**config.mk**
```make
export PLATFORM = sky130hd
export DESIGN_NAME = multicycle_control_fsm
export DESIGN_NICKNAME = d
export VERILOG_FILES = /design/src/rtl/multicycle_control_fsm.sv
export SDC_FILE = /design/constraint.sdc
export NUM_CORES = 1
export LEC_CHECK = 0
export ABC_AREA = 1
export CAP_MARGIN = 20
export CORE_MARGIN = 2
export CORE_UTILIZATION = 30
export CTS_CLUSTER_SIZE = 14
export DETAILED_ROUTE_END_ITERATION = 8
export SYNTH_ARGS = -nofsm -noshare
export SYNTH_HDL_FRONTEND = slang
export SYNTH_SLANG_ARGS = --single-unit
```
**constraint.sdc**
```tcl
create_clock -name clock -period 3.4 [get_ports clock]
set_input_delay 1.02 -clock clock [delete_from_list [all_inputs] [get_ports clock]]
set_output_delay 1.02 -clock clock [all_outputs]
set_load 0.05 [all_outputs]
```
**src/rtl/multicycle_control_fsm.sv**
```systemverilog
// Multicycle control sequencer for the 3-bit-opcode processor.
// Steps each instruction through FETCH / DECODE / EXEC / MEM / WB. It drives the
// shared instruction/data memory port with a req/ready handshake and a timeout.
//
// Opcode map: 000 lw, 001 sw, 010 add, 011 beq, 100 j, 101 slt, 110 illegal, 111 hlt.
//
// Ports:
//   clock, reset     rising-edge clock, asynchronous active-high reset
//   start            leave IDLE and begin fetching
//   opcode           IR opcode field, sampled in DECODE
//   zero             ALU zero flag, used in EXEC for beq
//   mem_ready        memory completes the current request this cycle
//   mem_req/mem_we/iord               memory port controls
//   ir_write/pc_write/pc_src          IR and PC load controls
//   alu_op/alu_src_a/alu_src_b        ALU controls
//   reg_write/reg_dst/wb_sel          register file write-back controls
//   halted/illegal_op/mem_timeout     status (the last two are sticky)
//   state            current state encoding
//   instr_count      retired-instruction counter (wraps)
module multicycle_control_fsm #(
  parameter int unsigned MEM_TIMEOUT = 16,
  parameter int unsigned CNT_W       = 16
) (
  input  logic             clock,
  input  logic             reset,
  input  logic             start,
  input  logic [2:0]       opcode,
  input  logic             zero,
  input  logic             mem_ready,
  output logic             mem_req,
  output logic             mem_we,
  output logic             iord,
  output logic             ir_write,
  output logic             pc_write,
  output logic [1:0]       pc_src,
  output logic [2:0]       alu_op,
  output logic             alu_src_a,
  output logic             alu_src_b,
  output logic             reg_write,
  output logic             reg_dst,
  output logic             wb_sel,
  output logic             halted,
  output logic             illegal_op,
  output logic             mem_timeout,
  output logic [2:0]       state,
  output logic [CNT_W-1:0] instr_count
);

  typedef enum logic [2:0] {
    StIdle   = 3'd0,
    StFetch  = 3'd1,
    StDecode = 3'd2,
    StExec   = 3'd3,
    StMem    = 3'd4,
    StWb     = 3'd5,
    StHalt   = 3'd7
  } state_e;

  localparam logic [2:0] OpLw  = 3'b000;
  localparam logic [2:0] OpSw  = 3'b001;
  localparam logic [2:0] OpAdd = 3'b010;
  localparam logic [2:0] OpBeq = 3'b011;
  localparam logic [2:0] OpJ   = 3'b100;
  localparam logic [2:0] OpSlt = 3'b101;
  localparam logic [2:0] OpIll = 3'b110;
  localparam logic [2:0] OpHlt = 3'b111;

  // The wait counter only has to reach MEM_TIMEOUT-1: the wait cycle seen at that
  // value is the one that trips the timeout.
  localparam int unsigned WAIT_W = (MEM_TIMEOUT < 2) ? 1 : $clog2(MEM_TIMEOUT);
  localparam logic [WAIT_W-1:0] WAIT_LAST =
      (MEM_TIMEOUT == 0) ? '0 : WAIT_W'(MEM_TIMEOUT - 1);

  state_e             state_q;
  logic [2:0]         op_q;
  logic [WAIT_W-1:0]  wait_q;
  logic [CNT_W-1:0]   instr_count_q;
  logic               illegal_q;
  logic               timeout_q;
  logic               op_is_mem;
  logic               timeout_hit;

  assign state       = state_q;
  assign instr_count = instr_count_q;
  assign illegal_op  = illegal_q;
  assign mem_timeout = timeout_q;

  assign op_is_mem   = (op_q == OpLw) || (op_q == OpSw);
  // mem_ready in the same cycle wins over the timeout.
  assign timeout_hit = (MEM_TIMEOUT != 0) && mem_req && !mem_ready && (wait_q == WAIT_LAST);

  always_comb begin
    mem_req   = 1'b0;
    mem_we    = 1'b0;
    iord      = 1'b0;
    ir_write  = 1'b0;
    pc_write  = 1'b0;
    pc_src    = 2'b00;
    alu_op    = 3'b000;
    alu_src_a = 1'b0;
    alu_src_b = 1'b0;
    reg_write = 1'b0;
    reg_dst   = 1'b0;
    wb_sel    = 1'b0;
    halted    = 1'b0;
    case (state_q)
      StFetch: begin
        mem_req  = 1'b1;
        ir_write = mem_ready;
        pc_write = mem_ready;
      end
      StDecode: begin
        // Jumps resolve here from the live opcode, before it is latched.
        if (opcode == OpJ) begin
          pc_write = 1'b1;
          pc_src   = 2'b10;
        end
      end
      StExec: begin
        alu_op    = op_is_mem ? 3'b000 : op_q;
        alu_src_a = 1'b1;
        alu_src_b = !op_is_mem;
        if (op_q == OpBeq && zero) begin
          pc_write = 1'b1;
          pc_src   = 2'b01;
        end
      end
      StMem: begin
        mem_req = 1'b1;
        iord    = 1'b1;
        mem_we  = (op_q == OpSw);
      end
      StWb: begin
        reg_write = 1'b1;
        reg_dst   = (op_q == OpLw);
        wb_sel    = (op_q == OpLw);
      end
      StHalt:  halted = 1'b1;
      default: ;
    endcase
  end

  always_ff @(posedge clock or posedge reset) begin
    if (reset) begin
      state_q       <= StIdle;
      op_q          <= 3'b000;
      wait_q        <= '0;
      instr_count_q <= '0;
      illegal_q     <= 1'b0;
      timeout_q     <= 1'b0;
    end else begin
      if (MEM_TIMEOUT != 0 && mem_req && !mem_ready) begin
        wait_q <= wait_q + 1'b1;
      end else begin
        wait_q <= '0;
      end

      case (state_q)
        StIdle: begin
          if (start) state_q <= StFetch;
        end
        StFetch: begin
          if (mem_ready) begin
            state_q <= StDecode;
          end else if (timeout_hit) begin
            state_q   <= StHalt;
            timeout_q <= 1'b1;
          end
        end
        StDecode: begin
          op_q <= opcode;
          case (opcode)
            OpJ: begin
              state_q       <= StFetch;
              instr_count_q <= instr_count_q + 1'b1;
            end
            OpHlt: state_q <= StHalt;
            OpIll: begin
              state_q   <= StHalt;
              illegal_q <= 1'b1;
            end
            default: state_q <= StExec;
          endcase
        end
        StExec: begin
          case (op_q)
            OpLw, OpSw:   state_q <= StMem;
            OpAdd, OpSlt: state_q <= StWb;
            default: begin
              // beq retires here whether or not the branch is taken.
              state_q       <= StFetch;
              instr_count_q <= instr_count_q + 1'b1;
            end
          endcase
        end
        StMem: begin
          if (mem_ready) begin
            if (op_q == OpSw) begin
              state_q       <= StFetch;
              instr_count_q <= instr_count_q + 1'b1;
            end else begin
              state_q <= StWb;
            end
          end else if (timeout_hit) begin
            state_q   <= StHalt;
            timeout_q <= 1'b1;
          end
        end
        StWb: begin
          state_q       <= StFetch;
          instr_count_q <= instr_count_q + 1'b1;
        end
        StHalt:  state_q <= StHalt;
        default: state_q <= StIdle;
      endcase
    end
  end

endmodule

```
==> flow_summary.yaml <==
routing:
  ant_nets: 0
  drt_pass1_iterations: 4
  drt-initial-drc-count: 111
  drc: 0
  drt-wirelength-per-cell_um: 11.1
  vias: 1581
  viasPerCell: 4.40
  wirelength_um: 3980
sta:
  fin_crit_sh_pct: 93.0
  setup_tns_ns: 0
  hold_violations: 0
  clock_skew_ns: 0.00515
  max_freq_ghz: 0.316
  maxSlewViolCount: 0
  slew_headroom_pct: 65.2
  setup_viol: 0
  worst_pin_slew_ns: 0.520
  period_needed_ns: 3.16
  holdWs_ns: 0.474
  rsz0062_at_grt: "false"
layout:
  utilization_pct: 42.3
  stdcell_area_sq_um: 2310
  drive_above_1_share_pct: 9.76
  nFillCells: 572
  antenna_cells: 0
  finalNonFillerCells: 359
  nNetsFinal: 298
  area_growth_pct: 37.3
global_route:
  grt_pass1_wl_um: 6840
  grt.overflow.total: 0
  grt_usage_pct: 13.4
  grt_pass1_vias: 1490
  grt_max_degree: 29
  antenna_found_initial: 0
synth:
  netlist_area_sq_um: 1690
  netlist-cell-type-count: 27
  synth_edf_count: 0
  syn_avg_cell_area_sq_um: 7.05
  yosysWarnings: 0
  ys_seq_elements: 28
  yosysTopAreaCell: "dfrtp_1"
  ys_seq_area_share_pct: 41.6
  synth-main-ff-cell: "dfrtp_1"
  synthTopCellsByArea: "dfrtp_1 (42%), nand2_1 (20%), nor2_1 (8.0%)"
  netlist.area_leader.share_pct: 41.6
  ys_async_sr_fraction_pct: 100
  postSynthCellCount: 239
  synth.most_common_cell: "nand2_1"
  synthTopCellsByCount: "nand2_1 (91), nor2_1 (36), dfrtp_1 (28), inv_1 (24), nand3_1 (11)"
  syn_nets: 249
hold_path:
  hp-start: "wait_q[0]$_DFF_PP0_"
  whs_endpoint: "wait_q[0]$_DFF_PP0_"
  hp-class: "register to register"
  worst_hold_path.num_cells: 1
placement:
  dp_hpwl_um: 3060
  dpl.cell_count: 355
  place.gp.congestion: 0.846
  io_buffers: 44
  place_area_sq_um: 2260
clocking:
  clkSlewWorstSetupHoldPaths_ns: 0.09
  cts_inserted_buffers: 3
  insertion_delay_ns: 0.28
  cts_tree: "yes"
  root_buffer: "clkbuf_8"
  hold_buffers: 0
  clockBufferDepth: 2
  cts.sinks: 28
  post_cts_buffers: 0
  htree_levels: 1
  post_cts_resized: 0
setup_path:
  critPathMaxFanout: 3
  worstRegToRegCells: 6
  cp-start-kind: "input port"
  worstPathArrival_ns: 2.14
  r2r-end: "instr_count[12]$_DFFE_PP0P_"
  r2r-start: "op_q[2]$_DFFE_PP0P_"
  required_ns: 2.38
  crit_type: "input port to output port"
  end_kind: "output port"
  regToRegSetupSlack_ns: 1.73
die:
  die_h_um: 79.0
  rows: 27
  die-area_sq_um: 6230
  die_w_um: 79.0
  initial_core_util_pct: 30.8
  io_pins: 45
  core_area_sq_um: 5470
run_status:
  status: "finished, final reports clean"
run:
  drv_cap: 0
power:
  irDropWorstVdd_mv: 0.342
  total_leakage_power_nw: 1.08
  power_density_nw_per_um2: 700
[routing by layer]
layer / vias to the layer above / GRT usage, % / part of all wire [%]
li1: 827 / - / -
met1: 719 / 18.9 / 48
met2: 30 / 22.2 / 49
met3: 5 / 1.48 / 2.4
met4: 0 / 3.10 / 1.0
met5: - / 0 / 0
[registers in the layout, indices dropped and copies added, names as in the netlist]
register / count
mem_timeout: 1
state: 3
illegal_op: 1
instr_count: 16
wait_q: 4
op_q: 3
[cell usage in the layout (no fill, tap or decap)]
cell and n:
xnor2_1 4, clkdlybuf4s50_1 40, nand2_4 1, nor2_4 1, nand4_1 3, dfrtp_1 28
o21ai_0 5, o21bai_1 1, buf_12 4, nand2_1 91, inv_2 2, o21a_1 1
nor3b_1 1, nor4_1 1, nor2_2 6, inv_1 24, nand3_1 11, nand3b_1 1
a21oi_1 1, nand2_2 4, nor3_1 1, and2_1 1, o21ai_2 1, clkbuf_8 4
buf_4 3, nor2_1 35, xor2_1 8, nor3_2 1, nand3_2 1, ha_1 2
[logic make-up after synthesis]
kind of cell / synth area share (%)
flip-flops: 41.6
buffers and inverters: 7.35
AO/OA/AOI/OAI: 3.19
adder cells (fa/ha/maj): 1.48
AND/OR/NAND/NOR: 40.2
XOR/XNOR: 6.24
[report_power, final]
| group | leakage (nW) | total (mW) | internal, mW | switching, mW |
|---|---|---|---|---|
| Sequential | 0.369 | 0.501 | 0.404 | 0.0974 |
| Combinational | 0.678 | 0.907 | 0.290 | 0.616 |
| Clock | 0.0288 | 0.211 | 0.104 | 0.108 |
[stage by stage]
| step | setup slack [ns] | power [mW] |
|---|---|---|
| detailed placement | 0.238 | 1.42 |
| global route | 0.140 | 1.73 |
| floorplan | 0.0449 | 1.14 |
| finish | 0.238 | 1.62 |
| global placement | 0.222 | 1.42 |
| CTS | 0.233 | 1.64 |
[worst max-delay path: stages]
cell             delay, ns
clkdlybuf4s50_1       0.44
nor2_1                0.11
nand2_1               0.10
nor3_2                0.15
nor2_1                0.07
nand2_1               0.10
buf_12                0.14
[final cells by class]
type	instances	area [sq um]	share of cell area, %
Clock buffer	4	55.1	2.38
Inverter	26	97.6	4.22
Multi-Input combinational cell	182	868	37.5
Sequential cell	28	701	30.3
Tap cell	72	90.1	3.89
Timing Repair Buffer	47	503	21.7
[worst max path at each step]
| stage | startpoint | endpoint | slack (ns) | cells after the start |
|---|---|---|---|---|
| 2_1_floorplan | state[1]$_DFFE_PP0P_ | pc_write | 0.04 | 8 |
| 3_3_place_gp | opcode[1] | pc_write | 0.22 | 7 |
| 3_5_place_dp | opcode[1] | pc_write | 0.24 | 7 |
| 4_1_cts | opcode[1] | pc_write | 0.23 | 7 |
| 5_1_grt | opcode[1] | pc_write | 0.14 | 7 |
| 6_report | opcode[1] | pc_write | 0.24 | 7 |
Power figures use the tool's default switching activity.
==> patch, RTL diff (same flow settings) <==
Change the parameter `MEM_TIMEOUT` from 16 to 8.
--- a/src/rtl/multicycle_control_fsm.sv
+++ b/src/rtl/multicycle_control_fsm.sv
@@ -20,3 +20,3 @@
 module multicycle_control_fsm #(
-  parameter int unsigned MEM_TIMEOUT = 16,
+  parameter int unsigned MEM_TIMEOUT = 8,
   parameter int unsigned CNT_W       = 16
Formal check against the unedited RTL: not equivalent (Yosys sat finds a counterexample within 10 cycles, from zero or initial values and one cycle with reset high).
==> patch against the unedited design <==
Critical endpoint is now reg_dst; routed wire length increased by 5.3%; design area increased by 0.11%; count of clock-buffer cells in the layout unchanged; sequential share of layout area decreased by 1.1 points; synthesized area increased by 2.7%; power increased by 2.0%; worst hold slack got worse by 0.035 ns; worst setup slack got worse by 0.078 ns; sequential cell count decreased by 1.
==> patch: results (changes against the unedited design) <==
[run_status]
status=finished clean

[timing]
tightest_slew_ns=0.526  ; +0.00555 ns
finalHoldWorstSlack_ns=0.439  ; -0.0354 ns
skew_ns=0.0109  ; +0.00573 ns

[yosys]
synth.distinct_cells=25  ; -7.4%
ys_seq_area_share_pct=39.0  ; -2.6 points
synth_common_cells=nand2_1 (82), nor2_1 (33), dfrtp_1 (27)
syn_inst=248  ; +3.8%

[finish]
layout.nonclk_buf_share_pct=21.1  ; -0.67 points
drive_above_1_share_pct=7.56  ; -2.2 points
multi_input_gates=186  ; +2.2%
finalNonFillerCells=363  ; +1.1%
ff_latch_area_um2=676  ; -3.6%
inverters_excl_clock=29  ; +12%
final_core_util_pct=41.8  ; -0.47 points
multi_input_area_share_pct=39.3  ; +1.7 points
clk_share_pct=1.94  ; -0.43 points
fillers=573  ; +0.17%
finalNetCount=303  ; +1.7%

[setup_path]
r2r_setup_slack_ns=1.57  ; -0.16 ns
reg2reg_depth=8  ; +2
crit_path_start=state[2]
reg2reg_to=instr_count[13]
crit_slowest_cell=clkdlybuf4s50_1
crit_path_max_fanout=10  ; +7
r2r-start=state[1]

[power]
ir_drop_mv=0.348  ; +1.7%
swShare_pct=53.1  ; +2.3 points
p_leak_nw=1.07  ; -0.28%

[global_routing]
use_met2_pct=22.7  ; +0.44 points
grt_usage_pct=13.7  ; +0.23 points
grt_pass1_wl_um=7040  ; +2.9%
met1_usage_pct=18.8  ; -0.11 points
grt_start_max_net_pins=28  ; -3.4%
grt_use_met3_pct=2.49  ; +1.0 points
grt_pass1_vias=1515  ; +1.7%

[routing]
wl_per_cell_um=11.5  ; +4.1%
wl_met3_um=153  ; +59%
drt-initial-drc-count=89  ; -20%
met2_length_um=2010  ; +4.1%
via_per_inst=4.64  ; +5.3%

[placed_design]
placed_cell_area_um2=2270  ; +0.55%
dp_hpwl_um=3150  ; +2.9%
gp_congestion=0.800  ; -5.4%
post-place-ws_ns=0.156  ; -0.0813 ns

[cts]
cts_made_buffers=3  ; unchanged
cts_sinks=27  ; -3.6%

## patch: logic make-up (layout without fill, tap and decap cells)
kind of cell             Yosys count  count (layout)  share of synthesized area, %
adder cells (fa/ha/maj)            3               3                          2.17
AND/OR/NAND/NOR                  148             148                          37.9
AO/OA/AOI/OAI                     28              28                          8.38
buffers and inverters             35              78                          8.96
XOR/XNOR                           7               7                          3.54
flip-flops                        27              27                          39.0
## patch: worst max-delay path by stage
stage                      endpoint  slack [ns]
after floorplan              wb_sel        0.06
after global placement     pc_write        0.17
after detailed placement   pc_write        0.16
after CTS                   reg_dst        0.14
after global routing      alu_src_b        0.05
final                       reg_dst        0.16
## patch: power groups by stage
stage,Clock [mW],Sequential [mW],Combinational [mW]
after floorplan,0,0.621,0.575
after global placement,0,0.505,0.967
final,0.192,0.498,0.961
after detailed placement,0,0.504,0.967
after CTS,0.199,0.499,0.969
after global routing,0.206,0.514,1.05
